==> config.mk <==
export PLATFORM = sky130hd
export DESIGN_NAME = line_buf_reader
export DESIGN_NICKNAME = d
export VERILOG_FILES = /design/src/rtl/deinterlace_pkg.sv /design/src/rtl/pix_skid_fifo.sv /design/src/rtl/line_buf_reader.sv
export SDC_FILE = /design/constraint.sdc
export NUM_CORES = 1
export LEC_CHECK = 0
export ABC_AREA = 1
export BUFFER_PORTS_ARGS = -buffer_cell sky130_fd_sc_hd__buf_4
export CAP_MARGIN = 30
export CORE_UTILIZATION = 35
export DETAILED_ROUTE_END_ITERATION = 7
export REMOVE_ABC_BUFFERS = 1
export SYNTH_ARGS = -nofsm -noshare
export SYNTH_HDL_FRONTEND = slang
export SYNTH_SLANG_ARGS = --single-unit
export TNS_END_PERCENT = 30
==> constraint.sdc <==
create_clock -name clock -period 4.55 [get_ports clock]
set_input_delay 0.455 -clock clock [delete_from_list [all_inputs] [get_ports clock]]
set_output_delay 0.455 -clock clock [all_outputs]
set_load 0.01 [all_outputs]
==> src/rtl/deinterlace_pkg.sv <==
// Shared types and constants for the deinterlacer line-buffer read path.
// Imported by the line-buffer reader and its output skid FIFO.
package deinterlace_pkg;

  localparam int LINE_W      = 640;
  localparam int FRAME_LINES = 480;

  typedef logic [7:0] pixel_t;

  typedef enum logic [1:0] {
    IDLE,
    DRAIN,
    WRAP
  } rd_state_t;

  typedef struct packed {
    pixel_t data;
    logic   sol;
    logic   eol;
    logic   eof;
  } obuf_entry_t;

endpackage

==> src/rtl/pix_skid_fifo.sv <==
// Small power-of-two FIFO of tagged pixels feeding the output stream.
// Head entry is presented combinationally; push and pop may coincide.
module pix_skid_fifo
  import deinterlace_pkg::*;
#(
  parameter int DEPTH = 4,
  parameter int CW    = $clog2(DEPTH) + 1
) (
  input  logic          clock,
  input  logic          reset,
  input  logic          push,
  input  logic          pop,
  input  obuf_entry_t   din,
  output obuf_entry_t   dout,
  output logic [CW-1:0] count
);

  localparam int AW = $clog2(DEPTH);

  obuf_entry_t   mem [DEPTH];
  logic [AW-1:0] wr_ptr;
  logic [AW-1:0] rd_ptr;

  assign dout = mem[rd_ptr];

  always_ff @(posedge clock) begin
    if (push) mem[wr_ptr] <= din;
  end

  always_ff @(posedge clock or negedge reset) begin
    if (!reset) begin
      wr_ptr <= '0;
      rd_ptr <= '0;
      count  <= '0;
    end else begin
      if (push) wr_ptr <= wr_ptr + 1'b1;
      if (pop)  rd_ptr <= rd_ptr + 1'b1;
      unique case ({push, pop})
        2'b10:   count <= count + 1'b1;
        2'b01:   count <= count - 1'b1;
        default: ;
      endcase
    end
  end

endmodule

==> src/rtl/line_buf_reader.sv <==
// Drains complete lines from the line buffer into a ready/valid pixel
// stream, absorbing the RAM read latency and tracking frame position.
module line_buf_reader #(
  parameter int LINE_W      = deinterlace_pkg::LINE_W,
  parameter int FRAME_LINES = deinterlace_pkg::FRAME_LINES,
  parameter int OBUF_DEPTH  = 4
) (
  input  logic       clock,
  input  logic       reset,
  input  logic       buf_full,
  output logic       buf_rd_req,
  input  logic [7:0] buf_q,
  output logic [7:0] pix_data,
  output logic       pix_valid,
  input  logic       pix_ready,
  output logic       pix_sol,
  output logic       pix_eol,
  output logic       pix_eof,
  output logic [9:0] line_idx,
  output logic       sync_err
);

  import deinterlace_pkg::*;

  localparam int         CW    = $clog2(OBUF_DEPTH) + 1;
  localparam logic [9:0] LAST  = 10'(LINE_W - 1);
  localparam logic [9:0] PEN   = 10'(LINE_W - 2);
  localparam logic [9:0] FLAST = 10'(FRAME_LINES - 1);
  localparam logic [CW:0] DEPTH_V  = (CW+1)'(OBUF_DEPTH);
  localparam logic [CW:0] DEPTH_M2 = (CW+1)'(OBUF_DEPTH - 2);

  rd_state_t   state;
  logic [9:0]  rd_idx;
  logic        cap_v;
  logic        cap_sol;
  logic        cap_eol;
  logic [CW-1:0] occ;
  logic [CW:0] used;
  logic        credit1;
  logic        credit2;
  logic        at_last;
  logic        commit;
  logic        pop;
  obuf_entry_t wr_e;
  obuf_entry_t rd_e;

  assign at_last = (rd_idx == LAST);
  assign used    = {1'b0, occ} + {{CW{1'b0}}, cap_v};
  assign credit1 = (used < DEPTH_V);
  assign credit2 = (used <= DEPTH_M2);

  // Stepping onto the last index needs room for it and the forced wrap pixel.
  always_comb begin
    buf_rd_req = 1'b0;
    if (state == DRAIN) begin
      unique case (1'b1)
        at_last:         buf_rd_req = credit1;
        (rd_idx == PEN): buf_rd_req = buf_full & credit2;
        default:         buf_rd_req = buf_full & credit1;
      endcase
    end
  end

  assign commit = (state == DRAIN) && (at_last || buf_rd_req);

  always_comb begin
    wr_e      = '0;
    wr_e.data = buf_q;
    wr_e.sol  = cap_sol;
    wr_e.eol  = cap_eol;
    wr_e.eof  = cap_eol && (line_idx == FLAST);
  end

  always_ff @(posedge clock or negedge reset) begin
    if (!reset) begin
      state    <= IDLE;
      rd_idx   <= '0;
      cap_v    <= 1'b0;
      cap_sol  <= 1'b0;
      cap_eol  <= 1'b0;
      line_idx <= '0;
      sync_err <= 1'b0;
    end else begin
      cap_v   <= commit;
      cap_sol <= commit && (rd_idx == '0);
      cap_eol <= commit && at_last;
      if (cap_v && cap_eol)
        line_idx <= (line_idx == FLAST) ? '0 : line_idx + 10'd1;
      unique case (state)
        IDLE: begin
          rd_idx <= '0;
          if (buf_full) state <= DRAIN;
        end
        DRAIN: begin
          if (!buf_full && !at_last) begin
            sync_err <= 1'b1;
            rd_idx   <= '0;
            state    <= IDLE;
          end else if (commit) begin
            if (at_last) begin
              rd_idx <= '0;
              state  <= WRAP;
            end else begin
              rd_idx <= rd_idx + 10'd1;
            end
          end
        end
        WRAP: begin
          if (buf_full) sync_err <= 1'b1;
          rd_idx <= '0;
          state  <= IDLE;
        end
        default: state <= IDLE;
      endcase
    end
  end

  pix_skid_fifo #(
    .DEPTH (OBUF_DEPTH),
    .CW    (CW)
  ) u_fifo (
    .clock (clock),
    .reset (reset),
    .push  (cap_v),
    .pop   (pop),
    .din   (wr_e),
    .dout  (rd_e),
    .count (occ)
  );

  assign pix_valid = (occ != '0);
  assign pop       = pix_valid & pix_ready;
  assign pix_data  = rd_e.data;
  assign pix_sol   = pix_valid & rd_e.sol;
  assign pix_eol   = pix_valid & rd_e.eol;
  assign pix_eof   = pix_valid & rd_e.eof;

endmodule

; After elaboration in Yosys (flattened, before gate mapping)
; Memory sizes are Yosys's and may differ from the RTL's.
; Index checks and enable logic that the tools add are counted.
[totals]
ramBits = 44
mem_count = 1
regBits = 33
inputBits = 12
out_inout_bits = 24
[memory_table]
columns = memory, words, width, rd, rd_ports_with_merged_regs, write_ports, line
row1 = u_fifo.mem, 4, 11, 1, 0, 1, pix_skid_fifo.sv:20  ; obuf_entry_t mem [DEPTH];
[op_classes]
n_addsub = 7
n_bitwise = 6
magnitude_cmp = 2
eq_ne = 12
n_reduce_logical = 19
n_mux = 18
[ops]
columns = operator, count
row1 = $mux W10, 4
row2 = $add A10 B1 Y10 const B, 2
row3 = $eq A10 B10 Y1 const B, 2
row4 = $pmux W10 S2, 1
row5 = $eq A10 B9 Y1 const B, 1
row6 = $logic_not A10 Y1, 1
row7 = $mux W2, 4
row8 = $and A1 B1 Y1, 6
row9 = $logic_and A1 B1 Y1, 6
row10 = $ne A3 B2 Y1 const B, 2
row11 = $pmux W3 S2, 1
row12 = $reduce_and A3 Y1, 2
row13 = $reduce_bool A2 Y1, 3
row14 = $mux W1, 5
row15 = $add A2 B1 Y2 const B, 2
row16 = $add A3 B1 Y4, 1
row17 = $eq A2 B1 Y1 const B, 2
row18 = $eq A2 B2 Y1 const B, 2
row19 = $le A4 B2 Y1 const B, 1
row20 = $lt A4 B3 Y1 const B, 1
row21 = $ne A2 B2 Y1 const B, 2
row22 = $pmux W1 S2, 2
row23 = $pmux W2 S2, 1
row24 = $add A3 B1 Y3 const B, 1
row25 = other kinds (8), 9

; Logic depth before layout (Yosys ltp)
[logic_depth]
ltp_word = 10
mapped_depth = 12
depth_no_buf = 12

; Modules after synthesis
; Synthesis repeated with hierarchy kept, for this count alone.
[unflattened]
cells_unflattened = 390
area_unflattened_um2 = 3779.9
[modules_own_cells]
columns = mod, n_inst, cells_each, area_each_um2
row1 = pix_skid_fifo, 1, 175, 2177.1
row2 = line_buf_reader, 1, 215, 1602.8

; Least setup slack after synthesis
; No wires, ideal clock.
[synth_timing]
path_kind = register -> register
from = register u_fifo.count[1]
to = register u_fifo.count[1]
stages_incl_launch_ff = 9
slack_ps = 2676
arrival_ps = 1792
required_time_ps = 4467
setup_time_ps = 83
path_cell_list = dfrtp_1 nor3_1 inv_1 nand2_1 inv_1 ha_1 inv_1 fa_1 o21ai_0
[synth_between]
elab_chain_len = 4
word_cells_on_any_way = 8
classes_between = add/sub (2) / eq/ne (2) / mux (1) / bitwise (1) / reduce/logical (2)
[synth_rtl]
columns = element, line
row1 = from (decl), pix_skid_fifo.sv:15  ; output logic [CW-1:0] count
row2 = from (signal assigned), pix_skid_fifo.sv:39  ; 2'b10: count <= count + 1'b1;
row3 = from (signal assigned), pix_skid_fifo.sv:40  ; 2'b01: count <= count - 1'b1;
row4 = $reduce_bool A3 Y1 *, line_buf_reader.sv:131  ; assign pix_valid = (occ != '0);
row5 = via pix_valid, line_buf_reader.sv:14  ; output logic pix_valid,
row6 = $and A1 B1 Y1 *, line_buf_reader.sv:132  ; assign pop = pix_valid & pix_ready;
row7 = via pop, line_buf_reader.sv:43  ; logic pop;
row8 = $eq A2 B1 Y1 / $eq A2 B2 Y1 (equally long branches), pix_skid_fifo.sv:38  ; unique case ({push, pop})
row9 = $pmux W3 S2 / $reduce_bool A2 Y1 (equally long branches), n/a
; The timed path passes the listed nets; every way through them passes the cells marked *.
; A chain may end at the register's enable or synchronous reset.

; Worst setup path after layout
[layout_timing]
from = register u_fifo.rd_ptr[0]
to = output port pix_eol
[layout_between]
elab_chain_len = 2
[layout_rtl]
columns = element, line
row1 = from (decl), pix_skid_fifo.sv:22  ; logic [AW-1:0] rd_ptr;
row2 = from (signal assigned), pix_skid_fifo.sv:37  ; if (pop) rd_ptr <= rd_ptr + 1'b1;
row3 = $mem_v2 Z4 W11, n/a
row4 = $and A1 B1 Y1, line_buf_reader.sv:135  ; assign pix_eol = pix_valid & rd_e.eol;
row5 = to (decl), line_buf_reader.sv:17  ; output logic pix_eol,
; Every way passes these cells.

==> metrics <==
status=finished, final reports clean; pin count of the biggest net entering global routing=34; Max-slew headroom=0.548; Final Hold Vio Count=0; hold buffer count at cts=0; Synth Area in Adders=0.0424; most common cell after layout, fill and taps aside=nand2_1; IO buf count=35; Routed Wire Length=7150 um; gr usage total=0.143; Die Wd=105 um; DR pass1 iterations=4; first-pass GRT wire length=12400 um; vias per cell=between 4 and 5; main area contributors after synthesis=edfxtp_1 (36%), dfrtp_1 (22%), nand2_1 (6.4%); Most used DFF post-synth=edfxtp_1; Max IR drop VDD=about 0.2 mV; WP buf/inv=2; post-CTS sizing=0; Clock Pin Slew Worst Setup and Hold Paths=around 0.09 ns; post-route cell area=0.00427 mm2; biggest area consumer among synthesized cells=edfxtp_1; most frequent cells in the layout=nand2_1 (63), nor2_1 (59), edfxtp_1 (44); Post-Syn Area=0.00372 mm2; share of the synthesized area in the top cell type=0.355; routability cong.=0.840; XOR/XNOR Fraction of Synth Area=0.0259; I/O pin cnt=36; Tcrit/Tclk final=0.587; Worst-Margin Slew=0.678 ns; Cell variety after synth=32; Post-Synth Simple-Gate Area=0.224; post-synthesis mux area share=0.00269; largest family of logic cells by synthesized area=simple AND/OR/NAND/NOR gates; vias=around 2500; power per cell area=between 400 and 500 mW/mm2; Cells after Synth=376; hpwl dp=4880 um; nets=roughly 440; family with the most delay on the worst path=flip-flops; crit path DAT=2.21 ns; die footprint=0.0110 mm2; Compound-Gate Fraction of Synth Area=0.0646; asr flop ratio synth=0.429; fin crit period=2.67 ns; antenna cells=0; crit-path max FO=24; Pins Over Slew Limit=0; Inserted Clock Buffers=9; RSZ-0062 raised after global routing=false; Clock Sinks=77; initial antenna violation count=0; setup_tns=0 ns; synth warn=0; worst setup path class=reg2out; placed cell area=0.00409 mm2; Layout area overhead=14.8%; register bit total from synthesis=77; Routed Antenna Nets=0; routed length per instance=12.9 um; total grt overflow=0; CTS root buf=clkbuf_8; CTS tree=built; final routed DRC violation total=0; total setup buffers inserted after CTS=0; crit end category=output port; # setup viols final=0; Filler cells=1012; Die Span Y=about 110 um; Skew-Pair Late Insertion Delay=~0.35 ns; CTS max path bufs=2; Max Cap Viol=0; Post-Route Skew=0.00659 ns; H-tree depth=3; worst min path class=in2async; number of global-route vias before repair=2529; Initial DRC Count=120; slowest stage cell, crit path=dfrtp_1; Std-Cell Rows=37; Worst EP required=4.09 ns; layout cells sized above 1=0.180; leakage=approximately 0.0018 uW; initial core utilization=0.360; register area share after synthesis=0.577; Syn Area/Cell=~9.9 um2; Std-Cell Core Area=around 0.010 mm2; Max Fclk=0.375 GHz; EDFF count, synth=44; startpoint types=flip-flop; Cell Chain, Critical Path=inv_1 -> o21ai_0 -> a21oi_1 -> buf_4; CP max stage delay=~0.8 ns
cell type report:
type,instances,area [um2],share of cell area
Tap cell,136,170,0.0398
Clock buffer,9,124,0.0290
Timing Repair Buffer,35,263,0.0615
Multi-Input combinational cell,243,1340,0.313
Inverter,46,173,0.0404
Sequential cell,77,2150,0.503
Clock inverter,7,57.6,0.0135
flip-flops by register name, summed over array words and instances, names as in the netlist:
signal         flops
cap_sol            1
u_fifo.mem        44
u_fifo.wr_ptr      2
rd_idx            10
sync_err           1
u_fifo.count       3
state              2
u_fifo.rd_ptr      2
cap_eol            1
cap_v              1
line_idx          10
where the power goes:
| group | switching [uW] | internal (uW) | leakage, uW | total (uW) |
|---|---|---|---|---|
| clock network | 271 | 205 | 0.0000881 | 477 |
| registers | 88.7 | 810 | 0.000823 | 899 |
| logic | 302 | 229 | 0.000909 | 531 |
logic make-up (layout without fill, tap and decap cells):
logic type	Yosys count	in the layout
AND/OR/NAND/NOR	174	174
flip-flops	77	77
buffers and inverters	56	97
AO/OA/AOI/OAI	45	45
adder cells (fa/ha/maj)	12	12
XOR/XNOR	11	11
multiplexers	1	1
through the flow:
step                cells  hold slack [ns]  setup WS [ns]  power, uW  utilization
floorplan             366            0.159           2.68       1210            -
global placement      537            0.432           2.27       1430        0.396
detailed placement    537            0.436           2.24       1450        0.396
CTS                   553           0.0460           1.86       1930        0.414
global route          553           0.0700           1.64       2030        0.414
finish                553           0.0447           1.88       1910        0.414
cells in the mapped netlist (2+ instances only):
cell type / count
a21oi_1: 6
buf_4: 2
clkbuf_1: 5
dfrtp_1: 33
edfxtp_1: 44
ha_1: 11
inv_1: 43
inv_2: 2
nand2_1: 63
nand2_2: 4
nand2_4: 2
nand3_1: 12
nand3_2: 12
nand4_1: 11
nor2_1: 59
nor2_2: 2
nor3_1: 6
o21ai_0: 29
o22ai_1: 8
xnor2_1: 5
xor2_1: 6
worst reg2reg max path, cell delays in order, from the launching register on:
cell	delay [ns]
dfrtp_1	0.44
nor3_1	0.57
inv_1	0.14
nand2_1	0.13
inv_1	0.07
ha_1	0.17
inv_1	0.10
fa_1	0.42
o21ai_0	0.16
worst paths after layout:
kind,depth (start not counted),slack (ns),from,endpoint
worst max-delay path,4,1.88,u_fifo.rd_ptr[0]$_DFFE_PN0P_,pix_eol
worst min-delay path,1,0.04,reset,line_idx[3]$_DFFE_PN0P_
worst max register to register,8,2.28,u_fifo.count[1]$_DFFE_PN0P_,u_fifo.count[1]$_DFFE_PN0P_
worst min register to register,0,0.50,cap_sol$_DFF_PN0_,u_fifo.mem[3][2]$_DFFE_PP_
max in group asynchronous,1,4.19,reset,state[1]$_DFFE_PN0P_
min in group clock,1,0.31,buf_q[3],u_fifo.mem[1][6]$_DFFE_PP_
layer usage:
| metal | part of all wire | GRT usage | up-vias | wire (um) |
|---|---|---|---|---|
| met4 | 0.0059 | 0.0272 | 0 | 42 |
| li1 | - | - | 1314 | - |
| met1 | 0.47 | 0.184 | 1177 | 3360 |
| met3 | 0.038 | 0.0393 | 5 | 274 |
| met2 | 0.49 | 0.240 | 53 | 3470 |
| met5 | 0 | 0 | - | 0 |
No activity file was read; power rests on OpenSTA's default activity.
